$ cat config.mk
export PLATFORM = sky130hd
export DESIGN_NAME = ccr_stack_unit
export DESIGN_NICKNAME = d
export VERILOG_FILES = /design/src/rtl/ccr_stack_unit.sv
export SDC_FILE = /design/constraint.sdc
export NUM_CORES = 1
export LEC_CHECK = 0
export CELL_PAD_IN_SITES_DETAIL_PLACEMENT = 1
export CELL_PAD_IN_SITES_GLOBAL_PLACEMENT = 1
export CORE_AREA = 2 2 64 66
export DETAILED_ROUTE_END_ITERATION = 12
export DIE_AREA = 0 0 66 68
export PLACE_DENSITY = 0.71
export SYNTH_ARGS = -nofsm -noshare
export SYNTH_HDL_FRONTEND = slang
export SYNTH_SLANG_ARGS = --single-unit
export TNS_END_PERCENT = 1
$ cat constraint.sdc
create_clock -name clk -period 2.4 [get_ports clk]
set_input_delay 0.6 -clock clk [delete_from_list [all_inputs] [get_ports clk]]
set_output_delay 0.6 -clock clk [all_outputs]
set_load 0.1 [all_outputs]
$ cat src/rtl/ccr_stack_unit.sv
// Condition-code register with per-bit flag forwarding and a LIFO flag-save stack.
// Define CCR_STACK_STICKY_ERR_EN for sticky ovf/unf errors cleared by err_clr.
module ccr_stack_unit #(
  parameter int unsigned FLAG_W = 4,
  parameter int unsigned N_FWD  = 2,
  parameter int unsigned DEPTH  = 4
) (
  input  logic                         clk,
  input  logic                         rst,
  input  logic [N_FWD*FLAG_W-1:0]      fwd_flags,
  input  logic [N_FWD*FLAG_W-1:0]      fwd_mask,
  input  logic [FLAG_W-1:0]            wb_flags,
  input  logic [FLAG_W-1:0]            wb_mask,
  input  logic                         push,
  input  logic                         pop,
  input  logic                         err_clr,
  output logic [FLAG_W-1:0]            ccr_reg,
  output logic [FLAG_W-1:0]            current_flags,
  output logic [$clog2(DEPTH+1)-1:0]   depth_cnt,
  output logic                         stack_full,
  output logic                         stack_empty,
  output logic                         ovf_err,
  output logic                         unf_err
);

  localparam int unsigned CNT_W = $clog2(DEPTH + 1);
  localparam int unsigned IDX_W = (DEPTH > 1) ? $clog2(DEPTH) : 1;

  logic [FLAG_W-1:0] stack_mem [DEPTH];
  logic [FLAG_W-1:0] merged;
  logic [IDX_W-1:0]  wr_idx;
  logic [IDX_W-1:0]  rd_idx;
  logic              do_push;
  logic              do_pop;
  logic              ovf_evt;
  logic              unf_evt;

  assign stack_full  = (depth_cnt == CNT_W'(DEPTH));
  assign stack_empty = (depth_cnt == '0);
  assign merged      = (ccr_reg & ~wb_mask) | (wb_flags & wb_mask);

  // Simultaneous push and pop cancel out: no stack movement and no error.
  assign do_push = push & ~pop & ~stack_full;
  assign do_pop  = pop & ~push & ~stack_empty;
  assign ovf_evt = push & ~pop & stack_full;
  assign unf_evt = pop & ~push & stack_empty;

  assign wr_idx = IDX_W'(depth_cnt);
  assign rd_idx = IDX_W'(depth_cnt - CNT_W'(1));

  // Oldest stage applied first so younger stages overwrite per bit.
  always_comb begin
    current_flags = ccr_reg;
    for (int unsigned b = 0; b < FLAG_W; b++) begin
      if (wb_mask[b]) current_flags[b] = wb_flags[b];
      for (int unsigned k = 0; k < N_FWD; k++) begin
        if (fwd_mask[(N_FWD-1-k)*FLAG_W + b])
          current_flags[b] = fwd_flags[(N_FWD-1-k)*FLAG_W + b];
      end
    end
  end

  always_ff @(posedge clk) begin
    if (rst && do_push) stack_mem[wr_idx] <= merged;
  end

  always_ff @(posedge clk) begin
    if (!rst) begin
      ccr_reg   <= '0;
      depth_cnt <= '0;
      ovf_err   <= 1'b0;
      unf_err   <= 1'b0;
    end else begin
      ccr_reg <= do_pop ? stack_mem[rd_idx] : merged;
      if (do_push)     depth_cnt <= depth_cnt + CNT_W'(1);
      else if (do_pop) depth_cnt <= depth_cnt - CNT_W'(1);
`ifdef CCR_STACK_STICKY_ERR_EN
      ovf_err <= ovf_evt | (ovf_err & ~err_clr);
      unf_err <= unf_evt | (unf_err & ~err_clr);
`else
      ovf_err <= ovf_evt;
      unf_err <= unf_evt;
`endif
    end
  end

`ifndef CCR_STACK_STICKY_ERR_EN
  logic unused_err_clr;
  assign unused_err_clr = err_clr;
`endif

endmodule

==> impl_metrics.ini, run 1 <==
[final_layout]
finalNonFillerCells = 193
n_antenna_cell = 0
synthToLayoutAreaGrowth_pct = 58.55
fillers = 426
nets = 179
drive_gt1_share_pct = 33.57
largest_reg_flops = 16

[worst_setup_path]
cp.depth = 5
crit_family = buffers and inverters
startpoint_type = input port
crit_chain = clkdlybuf4s50_1 > mux2_4 > mux2i_4 > o21ai_4 > buf_12
crit_arrival_ps = 1800
ff2ff_path_depth = 6
crit_buf_inv = 2
slowest_stage = clkdlybuf4s50_1
cp_max_fo = 2
critPathMaxStageDelay_ps = 480
worst_setup_path_end_kind = output port
crit_type = in -> out
crit_required_ps = 1800

[placed_design]
portBuffers = 42
placed_cells = 189
dp_hpwl_mm = 2.303
place_congestion = 0.7835

[drt]
ant_nets = 0
dr.pass1.iters = 4
avgRoutedWirePerCell_um = 15.28
routed_wl_mm = 2.950
vias = 910
viasPerCell = 4.715
post-route-drc-count = 0
first_iter_violations = 22

[floorplan]
chipWidth_um = 66
ios = 44
die_y_um = 68
dieArea_mm2 = 0.004488
fp-row-count = 23
start_util_pct = 30.92
coreArea_mm2 = 0.003856

[sta]
post-route-period-util_pct = 99.89
fin_crit_ps = 2397
slew_headroom_pct = 72.53
drv_slew = 0
skew_ps = 3.331
rsz0062_at_grt = true
worst_slew_pin_slew_ps = 410.3
clock.fmax_mhz = 417.1
hold_viol = 0
setup_violations = 0

[global_routing]
grt_use_total_pct = 14.43
grt_pass1_vias = 981
antenna_found_initial = 0
globalRouteOverflowTotal = 0
grt_max_degree = 15
grt_pass1_wl_mm = 4.712

[synth]
syn_area_mm2 = 0.001192
yosysUniqueCellTypes = 24
seq_area_frac_synth_pct = 55.40
synthArstFlopShare_pct = 0
syn_nets = 131
synth.area.top_cells = edfxtp_1, dfxtp_1, mux4_2, ha_1, nand2_1
synth_flop_cell = edfxtp_1
synth_largest_area_cell = edfxtp_1
synth.most_common_cell = edfxtp_1
synthTopCellsByCount = edfxtp_1, nand2_1, dfxtp_1
avgSynthCellArea_um2 = 12.42
synth-warning-count = 0
synth_top_area_share_pct = 40.29
synth_edf_count = 16
synthCells = 96
ys_ff_latch = 25

[clock_tree]
hold_buffers = 0
clk_pin_slew_worst_paths_ps = 90
clk_path_buf_depth = 2
root_buffer = clkbuf_8
clkSinkCount = 25
cts_inserted_buffers = 3
cts_tree = done
insertion_delay_ps = 280
h-tree-depth = 1

[job]
drv_cap = 0

[power]
total_power_w = 0.001352
p_leak_nw = 0.7107
peakVddDrop_uv = 423.2
power_density_mw_per_mm2 = 715.3

[hold_path]
hold_class = reg -> reg
hold_depth = 2

[outcome]
status = complete, no violations
power breakdown:
part / total, W / internal (W) / switching, W
logic: 0.000586 / 0.000219 / 0.000367
clock network: 0.000257 / 0.000117 / 0.000141
registers: 0.000509 / 0.000487 / 0.0000220
path summary, 6_finish.rpt:
check                                   end  slack (ps)                      start
hold / removal    depth_cnt[2]$_SDFFE_PN0P_         520  depth_cnt[2]$_SDFFE_PN0P_
hold reg to reg   depth_cnt[2]$_SDFFE_PN0P_         520  depth_cnt[2]$_SDFFE_PN0P_
setup / recovery           current_flags[1]           3                 wb_mask[1]
setup reg to reg  stack_mem[3][3]$_DFFE_PP_         430  depth_cnt[0]$_SDFFE_PN0P_
worst reg2reg max path, cell delays in order, from the launching register on:
cell and delay (ps):
dfxtp_4 430, inv_1 120, ha_1 210, nand2_1 210, clkinvlp_4 170, nor2_1 190
and2_1 320
through the flow:
| step | setup TNS, ps | setup WS (ps) | util [%] | area [um2] | hold WS, ps |
|---|---|---|---|---|---|
| after detailed placement | -403.0 | -119.7 | 46.14 | 1779 | 511.7 |
| after CTS | -19.82 | -18.05 | 48.96 | 1888 | 526.7 |
| after global placement | -287.4 | -79.92 | 46.14 | 1779 | 496.6 |
| final | 0 | 2.616 | 49.03 | 1891 | 523.3 |
| after global routing | -20.03 | -20.03 | 49.03 | 1891 | 551.0 |
| after floorplan | -2655 | -140.5 | - | 1250 | 699.2 |
layout make-up:
cell class / count / area [um2] / share of cell area, %
clock buffer: 3 / 41.29 / 2.184
timing repair buffer: 46 / 488.0 / 25.81
tap: 50 / 62.56 / 3.309
clock inverter: 1 / 5.005 / 0.2647
sequential: 25 / 666.9 / 35.27
multi-input combinational: 63 / 604.3 / 31.97
inverter: 5 / 22.52 / 1.191
cells by family (layout without fill, tap and decap cells):
kind of cell | Yosys count | after routing | synth area share (%)
and+or+nand+nor | 30 | 30 | 12.91
DFF | 25 | 25 | 55.40
AOI/OAI and AO/OA | 14 | 14 | 6.611
muxes | 12 | 12 | 14.69
buffers and inverters | 8 | 55 | 3.358
adders and majority gates | 6 | 6 | 6.296
xor gates and xnor gates | 1 | 1 | 0.7347
layout by cell type (no fill, tap or decap), types with 2 or more instances in the layout:
cell             count
a21oi_1              6
nor2_1               3
clkdlybuf4s50_1     24
ha_1                 5
dfxtp_2              2
clkbuf_8             3
a31oi_1              2
buf_4               13
nand2_1             15
nor2_2               2
edfxtp_1            16
buf_12               6
mux2_4               4
mux4_2               4
o21ai_4              4
nand3_1              2
mux2i_4              4
dlygate4sd2_1        2
and2_1               4
inv_1                4
dfxtp_1              6
metal layers:
layer / routed length (um) / global-route usage [%] / part of all wire, %
met5: 0 / 0 / 0
met4: 27 / 3.827 / 0.92
met3: 129 / 3.289 / 4.4
met2: 1593 / 28.28 / 54
met1: 1200 / 15.59 / 41
repair_timing:
item,CTS,global route
setup buffers,0,0
pin swaps,0,1
setup endpoints to repair,4,2
gates resized for setup,14,1
Note: power is estimated with default switching activity, not from simulation.
==> inputs of run 2 (changes only) <==
--- a/config.mk
+++ b/config.mk
@@ -11,6 +11,7 @@
 export DETAILED_ROUTE_END_ITERATION = 12
 export DIE_AREA = 0 0 66 68
 export PLACE_DENSITY = 0.71
+export SKIP_CTS_REPAIR_TIMING = 1
 export SYNTH_ARGS = -nofsm -noshare
 export SYNTH_HDL_FRONTEND = slang
 export SYNTH_SLANG_ARGS = --single-unit
==> constraint.sdc (replaced) <==
create_clock -name clk -period 2.6 [get_ports clk]
set_input_delay 0.65 -clock clk [delete_from_list [all_inputs] [get_ports clk]]
set_output_delay 0.65 -clock clk [all_outputs]
set_load 0.1 [all_outputs]
==> impl_metrics.ini, run 2 (synthesized netlist as in run 1, its figures left out) <==
[drt]
post-route-drc-count = 0
avgRoutedWirePerCell_um = 14.61
dr.pass1.iters = 3
routed_wl_mm = 2.820
first_iter_violations = 15
vias = 896
viasPerCell = 4.642
ant_nets = 0

[power]
peakVddDrop_uv = 376.2
switching_share_pct = 38.67
total_power_w = 0.001213
power_density_mw_per_mm2 = 671.8
power_frac_seq_pct = 38.7
clock_power_share_pct = 18.6
p_sw_w = 0.0004690
internal-power_w = 0.0007440
p_leak_nw = 0.6932
p_comb_share_pct = 42.7

[sta]
holdWs_ps = 514.2
hold_viol = 0
drv_slew = 0
fin_setup_tns_ps = 0
slew_headroom_pct = 72.00
setup_violations = 0
post-route-period-util_pct = 98.35
fin_crit_ps = 2557
worst_slack_ps = 42.82
worst_slew_pin_slew_ps = 418.2
rsz0062_at_grt = false
clock.fmax_mhz = 391.1
skew_ps = 5.302

[global_routing]
use_met3_pct = 2.632
grt_max_degree = 15
grtUsageMet2_pct = 27.02
grt_use_total_pct = 13.71
grt-busiest-layer = met2
antenna_found_initial = 0
use_met1_pct = 14.60
grt_pass1_vias = 974
globalRouteOverflowTotal = 0
grt_pass1_wl_mm = 4.478

[floorplan]
start_util_pct = 30.92
dieArea_mm2 = 0.004488
die_y_um = 68
chipWidth_um = 66
fp-row-count = 23
ios = 44
coreArea_mm2 = 0.003856

[final_layout]
utilization_pct = 46.82
synthToLayoutAreaGrowth_pct = 51.42
nets = 179
layout_common_cells = clkdlybuf4s50_1, edfxtp_1, nand2_1, buf_4, dfxtp_1
n_antenna_cell = 0
largest_reg_flops = 16
final_common_cell = clkdlybuf4s50_1
drive_gt1_share_pct = 29.37

[clock_tree]
root_buffer = clkbuf_8
clk_path_buf_depth = 2
insertion_delay_ps = 270
cts_inserted_buffers = 3
clk_pin_slew_worst_paths_ps = 80
cts_tree = done
h-tree-depth = 1
clkSinkCount = 25

[worst_setup_path]
cp_max_fo = 2
worst_setup_path_end_kind = output port
crit_type = in -> out
startpoint_type = input port
crit_family = buffers and inverters
crit_chain = clkdlybuf4s50_1 > mux2_2 > mux2i_1 > o21ai_2 > buf_12
crit_arrival_ps = 1910
crit_buf_inv = 2
crit_required_ps = 1950
critPathMaxStageDelay_ps = 460
slowest_stage = clkdlybuf4s50_1

[job]
drv_cap = 0

[hold_path]
hold_class = reg -> reg

[placed_design]
dpl_worst_slack_ps = -5.094
place_congestion = 0.7988
portBuffers = 42
dp_hpwl_mm = 2.221

[outcome]
status = complete, no violations
-- run 2: cell type report --
type / count / area, um2
clock buffer: 3 / 41.29
clock inverter: 1 / 5.005
fill: 415 / 2051
inverter: 5 / 18.77
multi-input combinational: 63 / 526.8
sequential: 25 / 663.1
tap: 50 / 62.56
timing repair buffer: 46 / 488.0
-- run 2: layer usage --
metal  share of wire [%]  vias to the layer above  routed length [um]
li1                    -                      439                   -
met1                  41                      431                1155
met2                  55                       24                1542
met3                 3.7                        2                 105
met4                0.60                        0                  17
met5                   0                        -                   0
-- run 2: metrics by stage --
step	std cells	cell area (um2)
finish	193	1805
global route	193	1805
CTS	193	1793
detailed placement	189	1747
global placement	189	1747
floorplan	96	1217
-- run 2: worst paths after layout --
check,startpoint,to,slack (ps),depth (start not counted)
worst max-delay path,wb_mask[3],current_flags[3],40,5
worst min-delay path,depth_cnt[2]$_SDFFE_PN0P_,depth_cnt[2]$_SDFFE_PN0P_,510,2
worst max register to register,depth_cnt[0]$_SDFFE_PN0P_,depth_cnt[1]$_SDFFE_PN0P_,460,7
worst min register to register,depth_cnt[2]$_SDFFE_PN0P_,depth_cnt[2]$_SDFFE_PN0P_,510,2
-- run 2: worst reg2reg max path: cells and delay by family, from the launching register on --
family | cells | cell delay, ps
compound gates | 2 | 200
fa+ha+maj | 2 | 510
buf+inv | 1 | 150
flops | 1 | 480
simple gates | 2 | 710
-- run 2: power by group through the flow --
| stage | combinational [W] | sequential (W) | clock, W |
|---|---|---|---|
| after floorplan | 0.000249 | 0.000579 | 0 |
| after global placement | 0.000507 | 0.000477 | 0 |
| after detailed placement | 0.000520 | 0.000480 | 0 |
| after CTS | 0.000521 | 0.000471 | 0.000238 |
| after global routing | 0.000543 | 0.000474 | 0.000249 |
| final | 0.000517 | 0.000470 | 0.000226 |
==> inputs of run 3 (changes only) <==
--- a/config.mk
+++ b/config.mk
@@ -8,6 +8,7 @@
 export CELL_PAD_IN_SITES_DETAIL_PLACEMENT = 1
 export CELL_PAD_IN_SITES_GLOBAL_PLACEMENT = 1
 export CORE_AREA = 2 2 64 66
+export CTS_CLUSTER_DIAMETER = 30
 export DETAILED_ROUTE_END_ITERATION = 12
 export DIE_AREA = 0 0 66 68
 export PLACE_DENSITY = 0.71
==> results of run 3 <==
No change in the layout: final DEF, timing and power equal those of run 2.
